`src/rtl/nim_pkg.sv`:
```
// Shared types and constants for the Nim turn controller.
package nim_pkg;

   localparam int HEAP_W    = 3;
   localparam int NUM_ROWS  = 4;
   localparam int ROW_IDX_W = $clog2(NUM_ROWS);
   localparam int MAX_HEAP  = (1 << HEAP_W) - 1;

   localparam int DEF_H0 = 1;
   localparam int DEF_H1 = 3;
   localparam int DEF_H2 = 5;
   localparam int DEF_H3 = 7;

   typedef enum logic [1:0] {
      ST_OPEN   = 2'd0,
      ST_LOCKED = 2'd1,
      ST_OVER   = 2'd2
   } nim_state_e;

   typedef logic [NUM_ROWS-1:0][HEAP_W-1:0] heap_t;

   function automatic logic heaps_empty(input heap_t h);
      return (h == '0);
   endfunction

endpackage

```
`src/rtl/edge_pulse.sv`:
```
// Registered rising-edge detector; history starts high so a level held
// through reset release does not count as a new press.
module edge_pulse (
   input  logic clk,
   input  logic reset,
   input  logic level,
   output logic pulse
);

   logic level_q;

   always_ff @(posedge clk or negedge reset) begin
      if (!reset) begin
         level_q <= 1'b1;
         pulse   <= 1'b0;
      end else begin
         level_q <= level;
         pulse   <= level & ~level_q;
      end
   end

endmodule

```
`src/rtl/nim_turn_controller.sv`:
```
// Turn sequencing for four-row Nim: one row per turn, last stone wins.
//
// state     | meaning
// ----------+---------------------------------------------------
// ST_OPEN   | turn started, no stone removed yet
// ST_LOCKED | at least one stone removed; only locked row usable
// ST_OVER   | all heaps empty, cur_player holds the winner
module nim_turn_controller
   import nim_pkg::*;
#(
   parameter int INIT_H0 = DEF_H0,
   parameter int INIT_H1 = DEF_H1,
   parameter int INIT_H2 = DEF_H2,
   parameter int INIT_H3 = DEF_H3
) (
   input  logic                clk,
   input  logic                reset,
   input  logic [NUM_ROWS-1:0] row_sel,
   input  logic                ch_player,
   input  logic                new_game,
   output logic [HEAP_W-1:0]   heap0,
   output logic [HEAP_W-1:0]   heap1,
   output logic [HEAP_W-1:0]   heap2,
   output logic [HEAP_W-1:0]   heap3,
   output logic                cur_player,
   output logic [NUM_ROWS-1:0] locked_row,
   output logic                game_over,
   output logic                inc_left,
   output logic                inc_right
);

   if (INIT_H0 < 0 || INIT_H0 > MAX_HEAP || INIT_H1 < 0 || INIT_H1 > MAX_HEAP ||
       INIT_H2 < 0 || INIT_H2 > MAX_HEAP || INIT_H3 < 0 || INIT_H3 > MAX_HEAP) begin : g_init_range
      $error("nim_turn_controller: INIT_Hk must lie in 0..%0d", MAX_HEAP);
   end

   localparam heap_t INIT_HEAPS = {HEAP_W'(INIT_H3), HEAP_W'(INIT_H2),
                                   HEAP_W'(INIT_H1), HEAP_W'(INIT_H0)};

   logic [NUM_ROWS-1:0] row_evt;
   logic                ch_evt;
   logic                ng_evt;

   for (genvar i = 0; i < NUM_ROWS; i++) begin : g_row_edge
      edge_pulse u_row_edge (
         .clk   (clk),
         .reset (reset),
         .level (row_sel[i]),
         .pulse (row_evt[i])
      );
   end

   edge_pulse u_ch_edge (
      .clk   (clk),
      .reset (reset),
      .level (ch_player),
      .pulse (ch_evt)
   );

   edge_pulse u_ng_edge (
      .clk   (clk),
      .reset (reset),
      .level (new_game),
      .pulse (ng_evt)
   );

   nim_state_e          state_q, state_nxt;
   heap_t               heap_q, heap_nxt;
   logic                player_q, player_nxt;
   logic [NUM_ROWS-1:0] lock_q, lock_nxt;
   logic                over_q, over_nxt;
   logic                win_l_q, win_l_nxt;
   logic                win_r_q, win_r_nxt;

   logic [ROW_IDX_W-1:0] row_idx;
   logic                 can_take;
   heap_t                take_heaps;

   // Simultaneous presses are rejected outright, so only a one-hot event
   // can ever name a row.
   always_comb begin
      row_idx = '0;
      for (int i = 0; i < NUM_ROWS; i++) begin
         if (row_evt[i]) row_idx = ROW_IDX_W'(i);
      end
      can_take            = $onehot(row_evt) && (heap_q[row_idx] != '0);
      take_heaps          = heap_q;
      take_heaps[row_idx] = heap_q[row_idx] - 1'b1;
   end

   always_ff @(posedge clk or negedge reset) begin
      if (!reset) begin
         state_q  <= ST_OPEN;
         heap_q   <= INIT_HEAPS;
         player_q <= 1'b0;
         lock_q   <= '0;
         over_q   <= 1'b0;
         win_l_q  <= 1'b0;
         win_r_q  <= 1'b0;
      end else begin
         state_q  <= state_nxt;
         heap_q   <= heap_nxt;
         player_q <= player_nxt;
         lock_q   <= lock_nxt;
         over_q   <= over_nxt;
         win_l_q  <= win_l_nxt;
         win_r_q  <= win_r_nxt;
      end
   end

   always_comb begin
      state_nxt  = state_q;
      heap_nxt   = heap_q;
      player_nxt = player_q;
      lock_nxt   = lock_q;
      if (ng_evt) begin
         state_nxt  = ST_OPEN;
         heap_nxt   = INIT_HEAPS;
         player_nxt = 1'b0;
         lock_nxt   = '0;
      end else begin
         unique case (state_q)
            ST_OPEN: begin
               if (can_take) begin
                  heap_nxt = take_heaps;
                  if (heaps_empty(take_heaps)) begin
                     state_nxt = ST_OVER;
                     lock_nxt  = '0;
                  end else begin
                     state_nxt = ST_LOCKED;
                     lock_nxt  = row_evt;
                  end
               end
            end
            ST_LOCKED: begin
               // Any row press in the cycle suppresses the end-of-turn request.
               if (can_take && (row_evt == lock_q)) begin
                  heap_nxt = take_heaps;
                  if (heaps_empty(take_heaps)) begin
                     state_nxt = ST_OVER;
                     lock_nxt  = '0;
                  end
               end else if (ch_evt && (row_evt == '0)) begin
                  state_nxt  = ST_OPEN;
                  player_nxt = ~player_q;
                  lock_nxt   = '0;
               end
            end
            ST_OVER: begin
               state_nxt = ST_OVER;
            end
            default: begin
               state_nxt = ST_OPEN;
               lock_nxt  = '0;
            end
         endcase
      end
   end

   always_comb begin
      over_nxt  = (state_nxt == ST_OVER);
      win_l_nxt = (state_q != ST_OVER) && (state_nxt == ST_OVER) && !player_q;
      win_r_nxt = (state_q != ST_OVER) && (state_nxt == ST_OVER) &&  player_q;
   end

   assign heap0      = heap_q[0];
   assign heap1      = heap_q[1];
   assign heap2      = heap_q[2];
   assign heap3      = heap_q[3];
   assign cur_player = player_q;
   assign locked_row = lock_q;
   assign game_over  = over_q;
   assign inc_left   = win_l_q;
   assign inc_right  = win_r_q;

endmodule
```
`config.mk`:
```
export PLATFORM = sky130hd
export DESIGN_NAME = nim_turn_controller
export DESIGN_NICKNAME = d
export VERILOG_FILES = /design/src/rtl/nim_pkg.sv /design/src/rtl/edge_pulse.sv /design/src/rtl/nim_turn_controller.sv
export SDC_FILE = /design/constraint.sdc
export NUM_CORES = 1
export LEC_CHECK = 0
export CAP_MARGIN = 15
export CORE_UTILIZATION = 55
export CTS_BUF_LIST = sky130_fd_sc_hd__clkbuf_2
export CTS_CLUSTER_SIZE = 12
export DETAILED_ROUTE_END_ITERATION = 6
export PLACE_DENSITY = 0.89
export SLEW_MARGIN = 20
export SYNTH_ARGS = -nofsm -noshare
export SYNTH_HDL_FRONTEND = slang
export SYNTH_HIERARCHICAL = 1
export SYNTH_SLANG_ARGS = --single-unit
```
`constraint.sdc`:
```
create_clock -name clk -period 4.4 [get_ports clk]
set_clock_uncertainty 0.05 [all_clocks]
set_input_delay 0.66 -clock clk [delete_from_list [all_inputs] [get_ports clk]]
set_output_delay 0.66 -clock clk [all_outputs]
set_load 0.02 [all_outputs]
```
==> results of run 1 <==
final cells by class:
cell class / count / share of cell area [%]
multi-input combinational: 116 / 40.57
sequential: 34 / 40.28
timing repair buffer: 28 / 12.88
tap: 44 / 2.554
inverter: 11 / 1.915
clock buffer: 6 / 1.393
clock inverter: 2 / 0.4063
worst reg2reg max path: stages (launching register included):
cell and delay [ns]:
sky130_fd_sc_hd__dfrtp_1 0.79, sky130_fd_sc_hd__inv_1 0.14, sky130_fd_sc_hd__fa_1 0.51, sky130_fd_sc_hd__inv_1 0.05, sky130_fd_sc_hd__ha_1 0.18, sky130_fd_sc_hd__ha_1 0.27
sky130_fd_sc_hd__or4b_4 0.60, sky130_fd_sc_hd__a311oi_4 0.45, sky130_fd_sc_hd__nand2_2 0.16, sky130_fd_sc_hd__mux2i_1 0.17, sky130_fd_sc_hd__nor2_1 0.05
power by group through the flow:
stage	Clock, mW	Sequential (mW)	Combinational [mW]
6_report	0.144	0.446	0.369
5_1_grt	0.161	0.453	0.398
4_1_cts	0.147	0.446	0.369
3_5_place_dp	0	0.451	0.367
3_3_place_gp	0	0.450	0.359
2_1_floorplan	0	0.469	0.215
placed cells by master, fill, tap and decap left out, drive strengths merged, types with 5 or more instances in the layout:
cell,netlist,routed
xnor2,5,5
nand2,19,19
dfrtp,20,20
inv,11,11
nor2,17,17
o211ai,5,5
ha,5,5
clkdlybuf4s50,0,27
mux2i,5,5
clkbuf,3,6
o21ai,5,5
a21oi,5,5
nor2b,7,7
dfstp,14,14
per-layer routing:
metal / vias to the layer above / track usage, %
met5: - / 0
met4: 0 / 10.96
met3: 9 / 5.411
met2: 45 / 33.81
met1: 647 / 31.74
li1: 641 / -
registers in the layout, summed over array words and instances (netlist names):
signal,flops
g_row_edge.u_row_edge/level_q,4
g_row_edge.u_row_edge/pulse,4
locked_row,4
heap0,3
heap1,3
heap2,3
heap3,3
state_q,2
cur_player,1
game_over,1
inc_left,1
inc_right,1
u_ch_edge/level_q,1
u_ch_edge/pulse,1
u_ng_edge/level_q,1
u_ng_edge/pulse,1
worst max-delay path by stage:
stage,start,end,slack [ns],cells past startpoint
final,g_row_edge[3].u_row_edge/pulse$_DFF_PN0_,heap0[2]$_DFFE_PN0P_,0.90,10
after global routing,g_row_edge[3].u_row_edge/pulse$_DFF_PN0_,locked_row[0]$_DFFE_PN0P_,0.68,10
after CTS,g_row_edge[3].u_row_edge/pulse$_DFF_PN0_,heap0[2]$_DFFE_PN0P_,0.90,10
after detailed placement,g_row_edge[3].u_row_edge/pulse$_DFF_PN0_,locked_row[2]$_DFFE_PN0P_,0.92,10
after global placement,g_row_edge[3].u_row_edge/pulse$_DFF_PN0_,heap1[0]$_DFFE_PN1P_,1.00,10
after floorplan,g_row_edge[3].u_row_edge/pulse$_DFF_PN0_,locked_row[3]$_DFFE_PN0P_,1.01,13
cell families after synthesis:
kind of cell / synth area share, %
AO/OA/AOI/OAI: 14.76
XOR/XNOR: 4.306
adder cells (fa/ha/maj): 4.511
buffers and inverters: 4.784
flip-flops: 47.44
multiplexers: 2.734
AND/OR/NAND/NOR: 21.46
per-stage QoR:
step	setup slack [ns]	hold WS [ns]	instances
5_1_grt	0.6772	0.4544	241
2_1_floorplan	1.013	0.3144	168
4_1_cts	0.9035	0.4502	241
6_report	0.8961	0.4438	241
3_3_place_gp	1.001	0.4177	233
3_5_place_dp	0.9183	0.4290	233
==> impl_results.md, run 1 <==
* Average footprint of a synthesized cell at 10.90 µm²
* Total number of nets in the final design at 210
* # Max-Cap Violations at 0
* Clock tree from TritonCTS: done
* Cell area after placement at 2117 µm²
* First-iteration detailed-routing DRC count at 57
* Worst hold path stage count at 1
* CP startpoint kind: flop
* Top layer reached by signal wires: met4
* Clock tree sinks at 34
* Number of synthesized register bits at 34
* CTS Hold Buffers Added at 0
* Critical Path AT at 3.73 ns
* Number of distinct library cell variants in the gate-level netlist after synthesis at 48
* Residual DRC at 0
* Gates resized, CTS repair at 0
* Endpoint with the worst hold slack: inc_left$_DFF_PN0_
* HPWL after detailed placement at 2.741 mm
* Fin Setup TNS at 0 ns
* Chip height at 59.69 µm
* Maximum buffer depth of the clock tree at 2
* Leakage dissipation at 0.9717 nW
* # rows at 20
* PwrDens at 444.9 nW/µm²
* R2r setup slk at 0.90 ns
* Number of buffers added by the clock tree synthesis step at 5
* Logic gate share of total power at 38.4%
* Initial Utilization at 58.99%
* Total vias in the final route at 1342
* First-pass GRT wire length at 5.858 mm
* Remaining global-route overflow at 0
* Clock-pin slew of the registers on the worst-case setup and hold paths at 0.16 ns
* Via count of the first global-routing pass at 1204
* Fraction of power spent switching nets at 39.15%
* Maximum number of pins on one net before global-route repair at 35
* Wire length on met1 at 1.671 mm
* Die extent in x at 59.69 µm
* Count of fill cells added during filler insertion at 265
* Length in cells of the worst reg-to-reg path at 10
* Count of final setup violators at 0
* Vias per inst at 5.568
* Worst Path Class, Setup: reg -> reg
* Number of I/O port buffers at 27
* F_max at 0.2854 GHz
* Run status: finished clean
* Stage delay of the slowest cell on the critical path at 0.79 ns
* Global-route total usage across every layer at 22.92%
* Overall power after layout at 0.9591 mW
* Most area-hungry cell type in the Yosys netlist: sky130_fd_sc_hd__dfrtp_1
* Top-level I/O count at 28
* Async set or reset register ratio after synthesis at 100.0%
* Post-route minimum period at 3.504 ns
* Master of the slowest instance on the critical path: sky130_fd_sc_hd__dfrtp_1
* Worst path cell trace: inv_1 > fa_1 > inv_1 > ha_1 > ha_1 > or4b_4 > a311oi_4 > nand2_2 > mux2i_1 > nor2_1
* Sequential-to-total area share from yosys stat at 47.44%
* Transition time of the tightest slew-check pin at 0.6452 ns
* FF-to-FF End: heap0[2]$_DFFE_PN0P_
* Most frequently used cell type in the post-synthesis netlist: sky130_fd_sc_hd__dfrtp_1
* Critical register-to-register path startpoint: g_row_edge[3].u_row_edge/pulse$_DFF_PN0_
* Share of the synthesized area in the top cell type at 27.34%
* Bufs and invs on worst path at 2
* Yosys synthesis warning count at 6
* Cell family contributing the most delay on the critical path: adder cells
* Number of instances in the synthesized netlist at 168
* Critical hold path startpoint: cur_player$_DFFE_PN0P_
* Final antenna diode count at 0
* Number of buffers inserted by post-CTS setup repair at 0
* Part of the power in registers at 46.5%
* Max-slew violation count at 0
* Final antenna-violating net count at 0
* DR WL/cell at 15.41 µm
* Path class of the lowest-slack min-delay path: reg -> reg
* Total detailed-routing wirelength at 3.713 mm
* Cell chosen for the clock root: sky130_fd_sc_hd__clkbuf_2
* Final Util at 69.48%
* Synth area leaders: sky130_fd_sc_hd__dfrtp_1 (27%), sky130_fd_sc_hd__dfstp_2 (20%), sky130_fd_sc_hd__nor2b_4 (4.5%)
* Peak fanout along the critical path at 20
* Storage element area at 868.3 µm²
* RSZ-0062 raised after global routing: no
* Final std cell area, no fill at 2156 µm²
* Crit end category: flop
* Worst endpoint required time at 4.62 ns
* Area of the multi-input gates at 874.6 µm²
* Worst skew pair latency at 0.39 ns
* Hold violation total from the final report at 0
* First-pass DRT Iterations at 4
* Most used flip-flop cell after synthesis: sky130_fd_sc_hd__dfrtp_1
* Proportion of layout cells with a drive suffix above 1 at 21.32%
* Internal at 0.5836 mW
* Placeable Area at 3103 µm²
* Met3 wire length at 202 µm
* Share of power burned in the clock network at 15.1%
* Worst slew margin at 56.99%
* Routability cong. at 0.9251
* Number of synthesized flops with an enable pin at 0
* Final period util at 79.64%
* Worst voltage drop across the vdd grid at 0.2083 mV
* H-tree depth at 2
* Most numerous cell types in the synthesized netlist: sky130_fd_sc_hd__dfrtp_1 (20), sky130_fd_sc_hd__nor2_1 (17), sky130_fd_sc_hd__nand2_1 (15), sky130_fd_sc_hd__dfstp_2 (14), sky130_fd_sc_hd__inv_1 (11)
* Total Die Area at 3563 µm²
* Reported net switching power at 0.3755 mW
* Cell Area, Synth at 1831 µm²
* Post-Syn Nets at 182
* Initial antenna violation count at 0
* Total length of routed met2 wires at 1.783 mm
* Synthesis-to-finish area growth at 17.77%
Note: power is estimated with default switching activity, not from simulation.
==> run 2: changes to the inputs <==
==> constraint.sdc (replaced) <==
create_clock -name clk -period 3.7 [get_ports clk]
set_clock_uncertainty 0.05 [all_clocks]
set_input_delay 0.555 -clock clk [delete_from_list [all_inputs] [get_ports clk]]
set_output_delay 0.555 -clock clk [all_outputs]
set_load 0.02 [all_outputs]
==> run 2 against run 1 <==
Largest power group unchanged; sequential share of layout area is 0.64 points lower; routed wire length grew 1.5%; clock power increased by 65%; critical endpoint is now locked_row[3]$_DFFE_PN0P_.
==> impl_results.md, run 2 (synthesis gave the netlist of run 1 again) <==
* Initial antenna violation count at 0 (unchanged)
* Total Die Area at 3563 µm² (unchanged)
* Final antenna-violating net count at 0 (unchanged)
* CP startpoint kind: flop
* Placeable Area at 3103 µm² (unchanged)
* Most common cell after layout, fill and taps aside: sky130_fd_sc_hd__clkdlybuf4s50_1
* Residual DRC at 0 (unchanged)
* Post-route minimum period at 3.352 ns (-0.1523 ns)
* Transition time of the tightest slew-check pin at 0.5837 ns (-0.06153 ns)
* Minimum setup slack after placement at 0.3795 ns (-0.5389 ns)
* Synthesis-to-finish area growth at 19.69%
* Leakage dissipation at 0.9918 nW (+2.1%)
* Cell family contributing the most delay on the critical path: simple AND/OR/NAND/NOR gates
* Worst Path Class, Setup: reg -> reg
* Number of buffers inserted by post-CTS setup repair at 0 (unchanged)
* First-iteration detailed-routing DRC count at 89 (+56%)
* Routability cong. at 0.9661 (+4.4%)
* # rows at 20 (unchanged)
* Final Util at 70.60% (+1.1 points)
* First-pass DRT Iterations at 4 (unchanged)
* Clock tree sinks at 34 (unchanged)
* Crit end category: flop
* Peak fanout along the critical path at 11 (-45%)
* CTS Hold Buffers Added at 0 (unchanged)
* PwrDens at 551.3 nW/µm² (+24%)
* Proportion of layout cells with a drive suffix above 1 at 22.61% (+1.3 points)
* Maximum buffer depth of the clock tree at 2 (unchanged)
* # Max-Cap Violations at 0 (unchanged)
* Crit path to: locked_row[3]$_DFFE_PN0P_
* H-tree depth at 2 (unchanged)
* FF-to-FF End: locked_row[3]$_DFFE_PN0P_
* Worst slew margin at 61.09% (+4.1 points)
* Via count of the first global-routing pass at 1317 (+9.4%)
* Critical Path AT at 3.65 ns (-0.08 ns)
* Vias per inst at 5.613 (+0.80%)
* Overall power after layout at 1.208 mW (+26%)
* Length in cells of the worst reg-to-reg path at 10 (unchanged)
* Fin Setup TNS at 0 ns (unchanged)
* F_max at 0.2984 GHz (+4.5%)
* Hold violation total from the final report at 0 (unchanged)
* Die extent in x at 59.69 µm (unchanged)
* R2r setup slk at 0.35 ns (-0.55 ns)
* Worst path cell trace: inv_1 > fa_1 > inv_1 > ha_1 > ha_1 > or4b_4 > nor2_1 > nand2_1 > nor3_1 > a22o_1
* Cell area after placement at 2127 µm² (+0.47%)
* Min setup slack post-route at 0.3484 ns (-0.5477 ns)
* Bufs and invs on worst path at 2 (unchanged)
* Number of I/O port buffers at 27 (unchanged)
* First-pass GRT wire length at 6.230 mm (+6.4%)
* Number of cells on the critical path at 10 (unchanged)
* Top-level I/O count at 28 (unchanged)
* Gates resized, CTS repair at 0 (unchanged)
* Final antenna diode count at 0 (unchanged)
* HPWL after detailed placement at 2.839 mm (+3.6%)
* Remaining global-route overflow at 0 (unchanged)
* Final std cell area, no fill at 2191 µm² (+1.6%)
* Worst skew pair latency at 0.39 ns (about the same)
* Master of the slowest instance on the critical path: sky130_fd_sc_hd__or4b_4
* Total vias in the final route at 1364 (+1.6%)
* Source of the critical timing path: g_row_edge[1].u_row_edge/pulse$_DFF_PN0_
* Clock tree from TritonCTS: done
* Max-slew violation count at 0 (unchanged)
* Critical register-to-register path startpoint: g_row_edge[1].u_row_edge/pulse$_DFF_PN0_
* Most used cells in the layout excluding fill and tap cells: sky130_fd_sc_hd__clkdlybuf4s50_1 (26), sky130_fd_sc_hd__dfrtp_1 (20), sky130_fd_sc_hd__nor2_1 (17)
* Total number of nets in the final design at 212 (+0.95%)
* Clock-pin slew of the registers on the worst-case setup and hold paths at 0.19 ns (+0.03 ns)
* Chip height at 59.69 µm (unchanged)
* Number of buffers added by the clock tree synthesis step at 5 (unchanged)
* RSZ-0062 raised after global routing: no
* Total detailed-routing wirelength at 3.768 mm (+1.5%)
* Run status: finished clean
* Final period util at 90.58% (+11 points)
* Initial Utilization at 58.99% (unchanged)
* Maximum number of pins on one net before global-route repair at 29 (-17%)
* Worst endpoint required time at 4.00 ns (-0.62 ns)
* Global-route total usage across every layer at 24.55% (+1.6 points)
* Worst voltage drop across the vdd grid at 0.2817 mV (+35%)
* Count of final setup violators at 0 (unchanged)
* Cell chosen for the clock root: sky130_fd_sc_hd__clkbuf_2
* Path class of the lowest-slack min-delay path: in -> async
* DR WL/cell at 15.51 µm (+0.65%)
* Stage delay of the slowest cell on the critical path at 0.60 ns (-0.19 ns)
run 2: cell types whose count changed in the layout (fill, tap and decap cells not counted), sizes merged:
cell / delta
bufinv: +1
clkdlybuf4s50: -1
buf: +3
clkinv: -1
run 2: final cells by class:
| class | count | area [µm²] |
|---|---|---|
| Multi-Input combinational cell | 116 | 874.6 |
| Timing Repair Buffer | 30 | 287.8 |
| Clock buffer | 6 | 30.03 |
| Sequential cell | 34 | 868.3 |
| Clock inverter | 2 | 33.78 |
| Fill cell | 251 | 912.1 |
| Inverter | 11 | 41.29 |
| Tap cell | 44 | 55.05 |
run 2: report_power, final:
part | leakage [nW] | internal, mW | switching, mW
clock network | 0.0406 | 0.115 | 0.123
logic | 0.535 | 0.202 | 0.241
registers | 0.416 | 0.446 | 0.0805
total | 0.992 | 0.763 | 0.444
run 2: metal layers:
layer / track usage (%) / routed length (µm) / vias up
li1: - / - / 644
met1: 31.26 / 1590 / 660
met2: 38.41 / 1900 / 46
met3: 4.978 / 156 / 14
met4: 14.95 / 121 / 0
met5: 0 / 0 / -
run 2: worst reg2reg max path, cell delays in order (launching register included):
cell and delay (ns):
sky130_fd_sc_hd__dfrtp_1 0.58, sky130_fd_sc_hd__inv_1 0.16, sky130_fd_sc_hd__fa_1 0.52, sky130_fd_sc_hd__inv_1 0.04, sky130_fd_sc_hd__ha_1 0.17, sky130_fd_sc_hd__ha_1 0.27, sky130_fd_sc_hd__or4b_4 0.60, sky130_fd_sc_hd__nor2_1 0.17
sky130_fd_sc_hd__nand2_1 0.12, sky130_fd_sc_hd__nor3_1 0.43, sky130_fd_sc_hd__a22o_1 0.20
run 2: stage by stage:
| step | hold slack (ns) | std cells |
|---|---|---|
| 3_3_place_gp | 0.4183 | 235 |
| 3_5_place_dp | 0.4287 | 235 |
| 2_1_floorplan | 0.2094 | 168 |
| 6_report | 0.07243 | 243 |
| 4_1_cts | 0.08459 | 243 |
| 5_1_grt | 0.1013 | 243 |
run 2: how the worst min path moves through the flow:
stage,start,to,cells after the start
after global routing,reset,state_q[0]$_DFF_PN0_,1
final,reset,state_q[0]$_DFF_PN0_,1
after global placement,cur_player$_DFFE_PN0P_,inc_left$_DFF_PN0_,1
after CTS,reset,state_q[1]$_DFF_PN0_,1
after detailed placement,g_row_edge[2].u_row_edge/level_q$_DFF_PN1_,g_row_edge[2].u_row_edge/pulse$_DFF_PN0_,1
after floorplan,reset,cur_player$_DFFE_PN0P_,0
